$ cat src/rtl/seq_det_pkg.sv
// rtl/seq_det_pkg.sv - shared constants and elaboration-time KMP transition function
package seq_det_pkg;

   localparam int MAX_N = 16;

   function automatic int state_w(input int n);
      return $clog2(n + 1);
   endfunction

   // Next matched-prefix length from state k on bit b. The received string is
   // pattern[0..kk-1] followed by b (receive order); the result is the longest
   // pattern prefix that is also a suffix of it. Out-of-range states map to 0.
   function automatic int kmp_next(input logic [MAX_N-1:0] pattern, input int n,
                                   input int k, input logic b, input bit overlap);
      int   kk;
      int   res;
      int   j;
      bit   ok;
      logic s_c;
      res = 0;
      if (k > n) return 0;
      kk = (k == n && !overlap) ? 0 : k;
      for (int len = 1; len <= n; len++) begin
         if (len <= kk + 1) begin
            ok = 1'b1;
            for (int i = 0; i < len; i++) begin
               j = kk + 1 - len + i;
               if (j == kk) s_c = b;
               else         s_c = pattern[n-1-j];
               if (s_c != pattern[n-1-i]) ok = 1'b0;
            end
            if (ok) res = len;
         end
      end
      return res;
   endfunction

endpackage

$ cat src/rtl/seq_det_if.sv
// rtl/seq_det_if.sv - serial bit stream in, match status out; det_count with SEQ_DET_COUNT_EN
interface seq_det_if
   import seq_det_pkg::*;
#(
   parameter int N = 3
`ifdef SEQ_DET_COUNT_EN
   , parameter int CNT_W = 8
`endif
);

   logic                  en;
   logic                  din;
   logic                  det;
   logic [state_w(N)-1:0] state_o;
`ifdef SEQ_DET_COUNT_EN
   logic [CNT_W-1:0]      det_count;

   modport master (output en, output din, input det, input state_o, input det_count);
   modport slave  (input en, input din, output det, output state_o, output det_count);
`else
   modport master (output en, output din, input det, input state_o);
   modport slave  (input en, input din, output det, output state_o);
`endif

endinterface

$ cat src/rtl/seq_det_next_state.sv
// rtl/seq_det_next_state.sv - combinational (state, din) -> next state from an elaborated table
module seq_det_next_state
   import seq_det_pkg::*;
#(
   parameter int             N       = 3,
   parameter logic [N-1:0]   PATTERN = 3'b101,
   parameter bit             OVERLAP = 1'b1,
   localparam int            SW      = state_w(N)
) (
   input  logic [SW-1:0] state_i,
   input  logic          din_i,
   output logic [SW-1:0] nxt_o
);

   localparam int               TAB_SZ  = 2 ** SW;
   localparam logic [MAX_N-1:0] PAT_EXT = MAX_N'(PATTERN);

   logic [SW-1:0] nxt0 [TAB_SZ];
   logic [SW-1:0] nxt1 [TAB_SZ];

   // Unreachable encodings above N resolve to state 0.
   for (genvar k = 0; k < TAB_SZ; k++) begin : g_tab
      localparam int T0 = kmp_next(PAT_EXT, N, k, 1'b0, OVERLAP);
      localparam int T1 = kmp_next(PAT_EXT, N, k, 1'b1, OVERLAP);
      assign nxt0[k] = SW'(T0);
      assign nxt1[k] = SW'(T1);
   end

   assign nxt_o = din_i ? nxt1[state_i] : nxt0[state_i];

endmodule

$ cat src/rtl/moore_seq_detector.sv
// rtl/moore_seq_detector.sv - Moore serial pattern detector; optional match counter under SEQ_DET_COUNT_EN
module moore_seq_detector
   import seq_det_pkg::*;
#(
   parameter int           N       = 3,
   parameter logic [N-1:0] PATTERN = 3'b101,
   parameter bit           OVERLAP = 1'b1,
   parameter int           CNT_W   = 8
) (
   input  logic      clk,
   input  logic      rst,
   seq_det_if.slave  bus
);

   localparam int SW = state_w(N);

   if (N < 1 || N > MAX_N || CNT_W < 1) begin : g_param_chk
      $error("moore_seq_detector: N must be 1..16 and CNT_W at least 1");
   end

   logic [SW-1:0] state_q;
   logic [SW-1:0] state_d;
   logic [SW-1:0] nxt;

   seq_det_next_state #(
      .N       (N),
      .PATTERN (PATTERN),
      .OVERLAP (OVERLAP)
   ) u_next (
      .state_i (state_q),
      .din_i   (bus.din),
      .nxt_o   (nxt)
   );

   always_comb begin
      state_d = state_q;
      if (bus.en) state_d = nxt;
   end

   always_ff @(posedge clk) begin
      if (rst) state_q <= '0;
      else     state_q <= state_d;
   end

   assign bus.state_o = state_q;
   assign bus.det     = (state_q == SW'(N));

`ifdef SEQ_DET_COUNT_EN
   logic [CNT_W-1:0] cnt_q;
   logic [CNT_W-1:0] cnt_d;

   // An N->N step under overlap counts as a fresh match.
   always_comb begin
      cnt_d = cnt_q;
      if (bus.en && state_d == SW'(N) && cnt_q != '1) cnt_d = cnt_q + 1'b1;
   end

   always_ff @(posedge clk) begin
      if (rst) cnt_q <= '0;
      else     cnt_q <= cnt_d;
   end

   assign bus.det_count = cnt_q;
`endif

endmodule

$ cat src/flat_wrapper.sv
// flat-port wrapper written by rule: the top's interface ports become plain ports
module moore_seq_detector_flat import seq_det_pkg::*;
#(
   parameter int           N       = 3,
   parameter logic [N-1:0] PATTERN = 3'b101,
   parameter bit           OVERLAP = 1'b1,
   parameter int           CNT_W   = 8
)
  (clk, rst, bus_en, bus_din, bus_det, bus_state_o);
  seq_det_if #(.N(N)) bus_i ();
  input  logic clk;
  input  logic rst;
  input wire logic [$bits(bus_i.en)-1:0] bus_en;
  input wire logic [$bits(bus_i.din)-1:0] bus_din;
  output wire logic [$bits(bus_i.det)-1:0] bus_det;
  output wire logic [$bits(bus_i.state_o)-1:0] bus_state_o;
  assign bus_i.en = bus_en;
  assign bus_i.din = bus_din;
  assign bus_det = bus_i.det;
  assign bus_state_o = bus_i.state_o;
  moore_seq_detector #(.N(N), .PATTERN(PATTERN), .OVERLAP(OVERLAP), .CNT_W(CNT_W)) u_core (.clk(clk), .rst(rst), .bus(bus_i));
endmodule
$ cat config.mk
export PLATFORM = sky130hd
export DESIGN_NAME = moore_seq_detector_flat
export DESIGN_NICKNAME = d
export VERILOG_FILES = /design/src/rtl/seq_det_pkg.sv /design/src/rtl/seq_det_if.sv /design/src/rtl/seq_det_next_state.sv /design/src/rtl/moore_seq_detector.sv /design/src/flat_wrapper.sv
export SDC_FILE = /design/constraint.sdc
export NUM_CORES = 1
export LEC_CHECK = 0
export BUFFER_PORTS_ARGS = -buffer_cell sky130_fd_sc_hd__buf_2
export CORE_AREA = 3 3 40 42
export CTS_CLUSTER_SIZE = 40
export DETAILED_ROUTE_END_ITERATION = 8
export DIE_AREA = 0 0 43 45
export PLACE_DENSITY = 0.31
export SLEW_MARGIN = 25
export SYNTH_ARGS = -nofsm -noshare
export SYNTH_HDL_FRONTEND = slang
export SYNTH_SLANG_ARGS = --single-unit
$ cat constraint.sdc
create_clock -name clk -period 1.2 [get_ports clk]
set_clock_uncertainty 0.2 [all_clocks]
set_input_delay 0.18 -clock clk [delete_from_list [all_inputs] [get_ports clk]]
set_output_delay 0.18 -clock clk [all_outputs]
set_load 0.02 [all_outputs]
Yosys cells after proc, flatten, opt, wreduce, memory -nomap -nowiden
Index checks and enable logic that the tools add are counted.

storage, ports and cells
  register bits = 2
  output and inout bits = 3
  logic and storage cells = 11

operators by class
  order comparisons = 1
  equality and inequality tests = 1
  muxes and demuxes = 7
  bitwise logic cells = 1

operator list
  kind                                        number
  2-bit 2-to-1 mux                            5
  2-bit binary-select mux with 2-bit select   2
  3-bit >= comparator, second input constant  1
  2-bit inverter with 3-bit output            1
  2-bit equality test, second input constant  1

Logic depth before layout (Yosys ltp)
Gate-level depths: netlist of the first run.

  depth after elaboration = 5
  gate-level depth with buffers = 3
  gate-level depth less buffers = 3

Modules after synthesis
From an unflattened synthesis of the first run, not the netlist that was laid out.

second synthesis, totals
  cells, all modules = 11
  area total of the unflattened synthesis = 101.3 um2

by module, submodules not included
  module              instances  cells an instance  area each (um2)
  moore_seq_detector  1          7                  73.8
  seq_det_next_state  1          4                  27.5

Worst setup path after synthesis of the first run
Ideal clock, no wire load.

  path kind = flip-flop to output port
  from = register u_core.state_q[0] (netlist: u_core.bus.state_o[0])
  to = output port bus_det
  arrival = 0.737 ns
  slack = 0.083 ns
  stages on the path, launching flop included = 2
  buffers on the path = 0
  cell sequence = dfxtp_1 > and2_1

on the way
  longest elaborated chain between the ends = 1

RTL lines
  what                    RTL line                  RTL
  from (decl)             moore_seq_detector.sv:21  logic [SW-1:0] state_q;
  from (signal assigned)  moore_seq_detector.sv:42  else state_q <= state_d;
  2-bit equality test     moore_seq_detector.sv:46  assign bus.det = (state_q == SW'(N));
  to (decl)               flat_wrapper.sv:15        output wire logic [$bits(bus_i.det)-1:0] bus_det;

Every way passes these cells.

Worst setup path in the final report of the first run
  from = register u_core.state_q[1] (netlist: u_core.bus.state_o[1])
  to = output port bus_det

The elaborated chain is that of the path after synthesis.

==> results.toml, run 1 <==
[place]
placed_cells_incl_taps = 31
finalWeightedCongestion = 0.609
place.port_buffers = 6
detailed_place.area_sq_um = 136
pre_cts_slack_ps = 167

[drt]
vias_per_cell = 3.11
firstDrtPassIters = 2
dr_total_vias = 112
drt_iter0_markers = 1
antenna_left = 0
routed_wire_length_per_instance_um = 7.39
drt_drc_violations_left = 0
postRouteWirelength_um = 266

[global_routing]
grt_max_degree = 4
grt.overflow.total = 0
grt_first_pass_wirelength_um = 420
groute.usage.overall = 0.0382
vias_in_the_first_global_route = 113
grt_antenna_before_repair = 0

[floorplanning]
die_y_um = 45
core-area_sq_um = 1280
chipWidth_um = 43
pin_count = 7
dieArea_sq_um = 1940
placementRows = 13
initial_utilization = 0.0682

[synthesis]
synth_top_family_by_area = "simple AND/OR/NAND/NOR gates"
synth_cell_type_count = 9
synthDominantAreaCellType = "sky130_fd_sc_hd__dfxtp_1"
yosys.area.top_type_share = 0.457
synth-seq-area-share = 0.457
synthesis.nets = 14
synthMuxAreaShare = 0.114
synth-adder-area-share = 0
area_of_the_mapped_netlist_sq_um = 87.6
ys.warnings.count = 0
netlist_top_cells_area = "sky130_fd_sc_hd__dfxtp_1, sky130_fd_sc_hd__mux2i_1, sky130_fd_sc_hd__nand3b_1, sky130_fd_sc_hd__and2_1, sky130_fd_sc_hd__nor2b_1"
post_synth_xor_xnor_area = 0
number_of_instances_in_the_synthesized_netlist = 10
synth.avg_cell_area_sq_um = 8.76
synthSimpleGateAreaFrac = 0.271
synth_compound_area_frac = 0.114
yosys_register_bits = 2

[power_and_ir_drop]
seqPwrFrac = 0.293
ir_drop_v = 0.000219
p_switching_mw = 0.0511
combPwrFrac = 0.111
power_density_nw_per_um2 = 1310
sw_ratio = 0.208
cell_internal_pwr_mw = 0.195
leakagePower_nw = 0.0915
clkPwrFrac = 0.595

[setup_path]
worst-setup-path-type = "flip-flop to output port"
startpoint_type = "flip-flop"
critical-path-slowest-cell = "sky130_fd_sc_hd__dfxtp_2"
timing.critical_path.arrival_ps = 800
worstPathMaxFanout = 3
critPathLaunch = "u_core.bus.state_o[1]"
setup.worst_path.end_class = "output port"
worst_setup_path_endpoint = "bus_det"
timing.rr.end = "u_core.bus.state_o[1]"
crit_path_cell_trace = "and2_4, buf_6"
worst_ep_required_time_ps = 820
rr_startpoint = "u_core.bus.state_o[0]"
worst-r2r-cell-count = 4
slowest_delay_ps = 310
reg2reg_slack_ps = 180

[flow_run]
drv_cap = 0

[finish]
postLayoutCellArea_sq_um = 188
design.final.nets = 27
drive_above_1_share = 0.619
fraction_of_the_core_area_covered_by_cells_at_the_end_of_the_flow = 0.146
number_of_antenna_repair_diodes = 0
synthToLayoutAreaGrowth_pct = 114
layoutNonFillerInstCount = 36
flip_flop_count_of_the_largest_register_after_layout = 2

[min_path]
hp-class = "input pin to flip-flop"

[timing]
setup_viols_final = 0
final.setup.worst_slack_ps = 22.4
slew_headroom = 0.921
maxClockFrequency_mhz = 849
final.setup.tns_ps = 0
maxSlewViolCount = 0
min_period_over_period = 0.981
fin_crit_ps = 1180
worst_slew_pin_slew_ps = 115
grt_setup_unrepaired = "true"
final_hold_viols = 0

[clock_tree]
cts_tree = "yes"
cts_inserted_buffers = 3
cts.clk_slew.worst_paths_ps = 30
cts_buffer_depth = 2
cts_htree_levels = 1
cts_num_sinks = 2
clock_latency_ps = 220
cts-root-buf = "sky130_fd_sc_hd__clkbuf_4"

[run_status]
run_status = "finished, final reports clean"
[repair_timing]
| item | in CTS | in global routing |
|---|---|---|
| hold endpoints to repair | 2 | 0 |
| resized for setup | 4 | 1 |
| pin swaps | 0 | 1 |
| setup buffers | 1 | 0 |
| gates cloned | 0 | 0 |
| setup endpoints to repair | 1 | 1 |
| hold buffers | 1 | 0 |
[power by group through the flow]
| stage | Sequential [mW] | Clock, mW | Combinational, mW |
|---|---|---|---|
| floorplan | 0.0764 | 0 | 0.00679 |
| detailed placement | 0.0733 | 0 | 0.0209 |
| global placement | 0.0730 | 0 | 0.0202 |
| global route | 0.0729 | 0.160 | 0.0304 |
| CTS | 0.0721 | 0.159 | 0.0274 |
| finish | 0.0723 | 0.147 | 0.0274 |
[cells by family (layout without fill, tap and decap cells)]
logic type,Yosys count,in the layout
AOI/OAI and AO/OA,2,2
buffers and inverters,1,12
muxes,1,1
and+or+nand+nor,4,4
DFF,2,2
[cell type report]
class / count / area (sq um)
fillers: 157 / 1100
repair buffers: 8 / 53.8
multi-input cells: 7 / 46.3
flip-flops and latches: 2 / 42.5
clock buffers: 3 / 22.5
well taps: 15 / 18.8
inverters: 1 / 3.75
[how the worst min path moves through the flow]
stage,start,to,slack [ps],cells past startpoint
floorplan,rst,u_core.bus.state_o[1],50,1
global placement,rst,u_core.bus.state_o[1],160,2
detailed placement,rst,u_core.bus.state_o[1],170,2
CTS,bus_din,u_core.bus.state_o[0],20,3
global route,bus_din,u_core.bus.state_o[0],60,3
finish,bus_din,u_core.bus.state_o[0],20,3
[metrics by stage]
step,hold slack (ps),total power [mW]
finish,21.8,0.246
floorplan,49.1,0.0832
global route,57.1,0.263
global placement,156,0.0932
detailed placement,166,0.0942
CTS,16.2,0.258
[synthesized netlist by cell type, drive strengths merged]
library cell / count
nor2b: 1
a21oi: 1
nor2: 1
and2: 1
dfxtp: 2
o21ai: 1
nand3b: 1
mux2i: 1
inv: 1
[placed cells by master (no fill, tap or decap)]
cell | netlist | layout
sky130_fd_sc_hd__buf_6 | 0 | 1
sky130_fd_sc_hd__a21oi_1 | 1 | 1
sky130_fd_sc_hd__and2_4 | 0 | 1
sky130_fd_sc_hd__nor2b_1 | 1 | 1
sky130_fd_sc_hd__buf_2 | 0 | 5
sky130_fd_sc_hd__nor2_1 | 1 | 1
sky130_fd_sc_hd__inv_1 | 1 | 1
sky130_fd_sc_hd__dlygate4sd3_1 | 0 | 1
sky130_fd_sc_hd__dfxtp_2 | 0 | 2
sky130_fd_sc_hd__buf_4 | 0 | 1
sky130_fd_sc_hd__o21ai_1 | 1 | 1
sky130_fd_sc_hd__nand3b_1 | 1 | 1
sky130_fd_sc_hd__clkbuf_4 | 0 | 3
sky130_fd_sc_hd__mux2i_1 | 1 | 1
[metal layers]
| layer | vias to the layer above | share of wire | global-route usage |
|---|---|---|---|
| met5 | - | 0 | 0 |
| met4 | 0 | 0 | 0.0723 |
| met3 | 0 | 0.23 | 0.0478 |
| met2 | 7 | 0.38 | 0.0359 |
| met1 | 50 | 0.39 | 0.0240 |
| li1 | 55 | - | - |
[critical path, delay by kind of cell (launching register included)]
kind | cells | cell delay, ps
flops | 1 | 310
simple gates | 1 | 150
buf+inv | 1 | 120
No activity file was read; power rests on OpenSTA's default activity.
==> run 2, diff against run 1 <==
PLACE_DENSITY = 0.32   (was 0.31)
clock period = 1 ns   (was 1.2 ns; I/O delays follow)
==> results.toml, run 2 (same netlist as run 1, synthesis figures left out) <==
[run_status]
violations = "hold timing, setup timing"
run_status = "finished with violations"

[floorplanning]
die_y_um = 45
dieArea_sq_um = 1940
initial_utilization = 0.0682
chipWidth_um = 43
placementRows = 13
pin_count = 7
core-area_sq_um = 1280

[drt]
firstDrtPassIters = 2
dr_total_vias = 122
postRouteWirelength_um = 302
routed_wire_length_per_instance_um = 7.95
drt_drc_violations_left = 0
vias_per_cell = 3.21
drt_iter0_markers = 1
antenna_left = 0

[clock_tree]
cts.clk_slew.worst_paths_ps = 30
cts-root-buf = "sky130_fd_sc_hd__clkbuf_4"
cts_inserted_buffers = 3
cts_buffer_depth = 2
cts_tree = "yes"
cts_htree_levels = 1
clock_latency_ps = 220
cts_num_sinks = 2

[finish]
drive_above_1_share = 0.652
seqCellArea_sq_um = 42.5
flip_flop_count_of_the_largest_register_after_layout = 2
fraction_of_the_core_area_covered_by_cells_at_the_end_of_the_flow = 0.167
synthToLayoutAreaGrowth_pct = 146
combined_area_of_the_multi_input_logic_cells_sq_um = 46.3
number_of_fill_cells_in_the_layout = 156
number_of_antenna_repair_diodes = 0
design.final.nets = 29
mostFrequentLayoutCells = "sky130_fd_sc_hd__clkbuf_4, sky130_fd_sc_hd__buf_2, sky130_fd_sc_hd__buf_6, sky130_fd_sc_hd__buf_4, sky130_fd_sc_hd__dfxtp_2"

[setup_path]
category_of_cells_accounting_for_the_largest_share_of_critical_path_delay = "flip-flops"
critical-path-slowest-cell = "sky130_fd_sc_hd__dfxtp_2"
slowest_delay_ps = 300
worstPathMaxFanout = 2
reg2reg_slack_ps = -10
setup.worst_path.end_class = "output port"
worst_ep_required_time_ps = 650
path_buf_inv = 1
worst-setup-path-type = "flip-flop to output port"
timing.critical_path.arrival_ps = 790
startpoint_type = "flip-flop"
crit_path_cell_trace = "and2_4, buf_6"

[timing]
final.setup.worst_slack_ps = -144
final_hold_viols = 1
final.setup.tns_ps = -413
maxClockFrequency_mhz = 874
grt_setup_unrepaired = "true"
slew_headroom = 0.921
worst_slew_pin_slew_ps = 115
min_period_over_period = 1.14
final.hold.worst_slack_ps = -6.30
maxSlewViolCount = 0
fin_crit_ps = 1140
setup_viols_final = 4

[power_and_ir_drop]
leakagePower_nw = 0.104
power_density_nw_per_um2 = 1420
ir_drop_v = 0.000265
totalPowerFinal_mw = 0.305

[global_routing]
grt.overflow.total = 0
grt_antenna_before_repair = 0
groute.usage.overall = 0.0424
grt_max_degree = 4
grt_first_pass_wirelength_um = 483
vias_in_the_first_global_route = 124

[place]
finalWeightedCongestion = 0.590
place.port_buffers = 6

[min_path]
hp-class = "input pin to flip-flop"

[flow_run]
drv_cap = 0
-- run 2: cell count changes in the layout (fill, tap and decap cells not counted) --
cell and change:
sky130_fd_sc_hd__buf_2 -2, sky130_fd_sc_hd__buf_4 +2, sky130_fd_sc_hd__buf_6 +2
-- run 2: through the flow --
step / instance area [sq um] / worst slack [ps] / instances
2_1_floorplan: 91.3 / 2.29 / 10
3_3_place_gp: 140 / 36.3 / 31
3_5_place_dp: 140 / 29.7 / 31
4_1_cts: 194 / -163 / 36
5_1_grt: 215 / -172 / 38
6_report: 215 / -144 / 38
-- run 2: timing repair --
item                                   CTS  global route
setup buffers                            1             2
endpoints found under the hold margin    2             0
setup endpoints to repair                3             4
hold buffers                             1             0
pin swaps                                1             1
gates resized for setup                  5             2
-- run 2: path summary, 6_finish.rpt --
check | cells after the start | to | startpoint
max reg2reg | 4 | u_core.bus.state_o[1] | u_core.bus.state_o[0]
min | 3 | u_core.bus.state_o[0] | bus_din
min reg2reg | 3 | u_core.bus.state_o[1] | u_core.bus.state_o[1]
max | 2 | bus_det | u_core.bus.state_o[1]
-- run 2: area by class of cell --
cell class / instances / area share
timing repair buffer: 10 / 0.378
tap: 15 / 0.0872
clock buffer: 3 / 0.105
sequential: 2 / 0.198
multi-input combinational: 7 / 0.215
inverter: 1 / 0.0174
-- run 2: worst min-delay path, cell delays in order --
cell and delay [ps]:
sky130_fd_sc_hd__buf_2 100, sky130_fd_sc_hd__mux2i_1 60, sky130_fd_sc_hd__nor2_1 70
-- run 2: power by group --
part	leakage [nW]	switching [mW]	internal, mW
sequential	0.0172	0.00230	0.0845
combinational	0.0729	0.0171	0.0251
clock	0.0138	0.0438	0.132
-- run 2: per-layer routing --
layer,part of all wire,wire [um],up-vias,global-route usage
met3,0.20,60,0,0.0518
met5,0,0,-,0
met2,0.41,125,7,0.0419
met4,0,0,0,0.0723
met1,0.38,115,56,0.0288
li1,-,-,59,-
==> run 3, diff against run 2 <==
ABC_AREA = 1   (was unset)
PLACE_DENSITY = 0.33   (was 0.32)
==> results.toml, run 3 <==
[global_routing]
grt_max_degree = 6
grt.overflow.total = 0
vias_in_the_first_global_route = 119
grt_antenna_before_repair = 0
groute.usage.overall = 0.0391
grt_first_pass_wirelength_um = 462

[synthesis]
synth_compound_area_frac = 0.0976
synth.avg_cell_area_sq_um = 6.04
synthMuxAreaShare = 0
synth_commonest_cells = "sky130_fd_sc_hd__nand2_1, sky130_fd_sc_hd__inv_1, sky130_fd_sc_hd__dfxtp_1"
post_synth_xor_xnor_area = 0
asyncSetResetFlopFracSynth = 0
netlist_top_cells_area = "sky130_fd_sc_hd__dfxtp_1, sky130_fd_sc_hd__nand2_1, sky130_fd_sc_hd__inv_1, sky130_fd_sc_hd__nor2_2, sky130_fd_sc_hd__a21oi_1"
number_of_instances_in_the_synthesized_netlist = 17
synthMostInstantiatedCell = "sky130_fd_sc_hd__nand2_1"
synth-seq-area-share = 0.390
yosys.area.top_type_share = 0.390
yosys_register_bits = 2
number_of_flops_mapped_to_enable_cells_by_yosys = 0
synth-adder-area-share = 0
ys.warnings.count = 0
synthSimpleGateAreaFrac = 0.329
synth_cell_type_count = 7
synth_top_family_by_area = "simple AND/OR/NAND/NOR gates"
synthDominantAreaCellType = "sky130_fd_sc_hd__dfxtp_1"
synthesis.nets = 21
ys.flop_type = "sky130_fd_sc_hd__dfxtp_1"
area_of_the_mapped_netlist_sq_um = 103

[setup_path]
path_buf_inv = 2
worst_ep_required_time_ps = 650
setup.worst_path.end_class = "output port"
slowest_delay_ps = 330
startpoint_type = "flip-flop"
rr_startpoint = "u_core.bus.state_o[0]"
worst-setup-path-type = "flip-flop to output port"
timing.critical_path.arrival_ps = 760
critPathLaunch = "u_core.bus.state_o[1]"
worstPathMaxFanout = 3
crit_path_cell_trace = "nand2_1, inv_1, buf_6"
category_of_cells_accounting_for_the_largest_share_of_critical_path_delay = "flip-flops"
critical-path-slowest-cell = "sky130_fd_sc_hd__dfxtp_2"

[timing]
setup_viols_final = 5
maxClockFrequency_mhz = 899
worst_slew_pin_slew_ps = 109
slew_headroom = 0.927
final.setup.worst_slack_ps = -113
maxSlewViolCount = 0
final.hold.worst_slack_ps = -35.0
final_hold_viols = 2
fin_crit_ps = 1110
min_period_over_period = 1.11
final.setup.tns_ps = -280
grt_setup_unrepaired = "true"

[run_status]
run_status = "finished with violations"
violations = "hold timing, setup timing"

[place]
finalWeightedCongestion = 0.637
pre_cts_slack_ps = 59.5
place.port_buffers = 6
detailed_place.area_sq_um = 154
hpwl_um = 191

[finish]
number_of_fill_cells_in_the_layout = 148
mostFrequentLayoutCells = "sky130_fd_sc_hd__nand2_1, sky130_fd_sc_hd__inv_1, sky130_fd_sc_hd__buf_2"
synthToLayoutAreaGrowth_pct = 106
postLayoutCellArea_sq_um = 211
number_of_antenna_repair_diodes = 0
drive_above_1_share = 0.571
design.final.nets = 34
flip_flop_count_of_the_largest_register_after_layout = 2
commonest_non_fill_non_tap_cell_in_the_layout = "sky130_fd_sc_hd__nand2_1"

[clock_tree]
clock_latency_ps = 220
cts_buffer_depth = 2
cts_tree = "yes"
cts_num_sinks = 2
cts-root-buf = "sky130_fd_sc_hd__clkbuf_4"
cts_inserted_buffers = 3
cts.clk_slew.worst_paths_ps = 30
cts_htree_levels = 1

[floorplanning]
chipWidth_um = 43
placementRows = 13
die_y_um = 45
initial_utilization = 0.0798
core-area_sq_um = 1280
dieArea_sq_um = 1940
pin_count = 7

[min_path]
hp-class = "input pin to flip-flop"
hold_start = "bus_en"

[drt]
postRouteWirelength_um = 270
firstDrtPassIters = 1
drt_drc_violations_left = 0
dr_total_vias = 119
routed_wire_length_per_instance_um = 6.28
drt_iter0_markers = 0
vias_per_cell = 2.77
antenna_left = 0

[flow_run]
drv_cap = 0

[power_and_ir_drop]
leakagePower_nw = 0.118
power_density_nw_per_um2 = 1530
ir_drop_v = 0.000725
run 3: worst paths after layout:
path	depth (start not counted)	endpoint	slack (ps)
worst max-delay path	3	bus_det	-110
worst max register to register	6	u_core.bus.state_o[1]	-60
worst min register to register	4	u_core.bus.state_o[1]	340
worst min-delay path	2	u_core.bus.state_o[0]	-30
run 3: power breakdown:
group | total, mW | switching [mW] | internal, mW
clock | 0.176 | 0.0441 | 0.132
sequential | 0.0909 | 0.00399 | 0.0869
combinational | 0.0567 | 0.0293 | 0.0274
total | 0.324 | 0.0774 | 0.247
run 3: stage by stage:
step | util | cells | hold slack (ps) | total power, mW
2_1_floorplan | - | 17 | 31.9 | 0.116
4_1_cts | 0.148 | 42 | -53.8 | 0.323
3_5_place_dp | 0.120 | 38 | 182 | 0.132
3_3_place_gp | 0.120 | 38 | 187 | 0.133
6_report | 0.165 | 43 | -35.0 | 0.324
5_1_grt | 0.165 | 43 | -16.1 | 0.352
run 3: timing repair:
action	in CTS	in global routing
gates resized for setup	2	5
buffers inserted	1	1
endpoints found under the setup margin	3	5
pin swaps	1	0
endpoints found under the hold margin	2	1
run 3: cell type report:
cell class	instances	area, sq um	area share
Tap cell	15	18.8	0.0888
Multi-Input combinational cell	10	51.3	0.243
Clock buffer	3	22.5	0.107
Sequential cell	2	42.5	0.201
Inverter	5	18.8	0.0888
Timing Repair Buffer	8	57.6	0.272
run 3: kinds of logic after synthesis:
group	count (synthesis)
AOI/OAI and AO/OA	2
and+or+nand+nor	8
DFF	2
buffers and inverters	5
run 3: layer usage:
metal	share of wire	track usage	up-vias
met5	0	0	-
met2	0.23	0.0359	7
li1	-	-	71
met1	0.63	0.0408	41
met4	0	0.0181	0
met3	0.14	0.0598	0
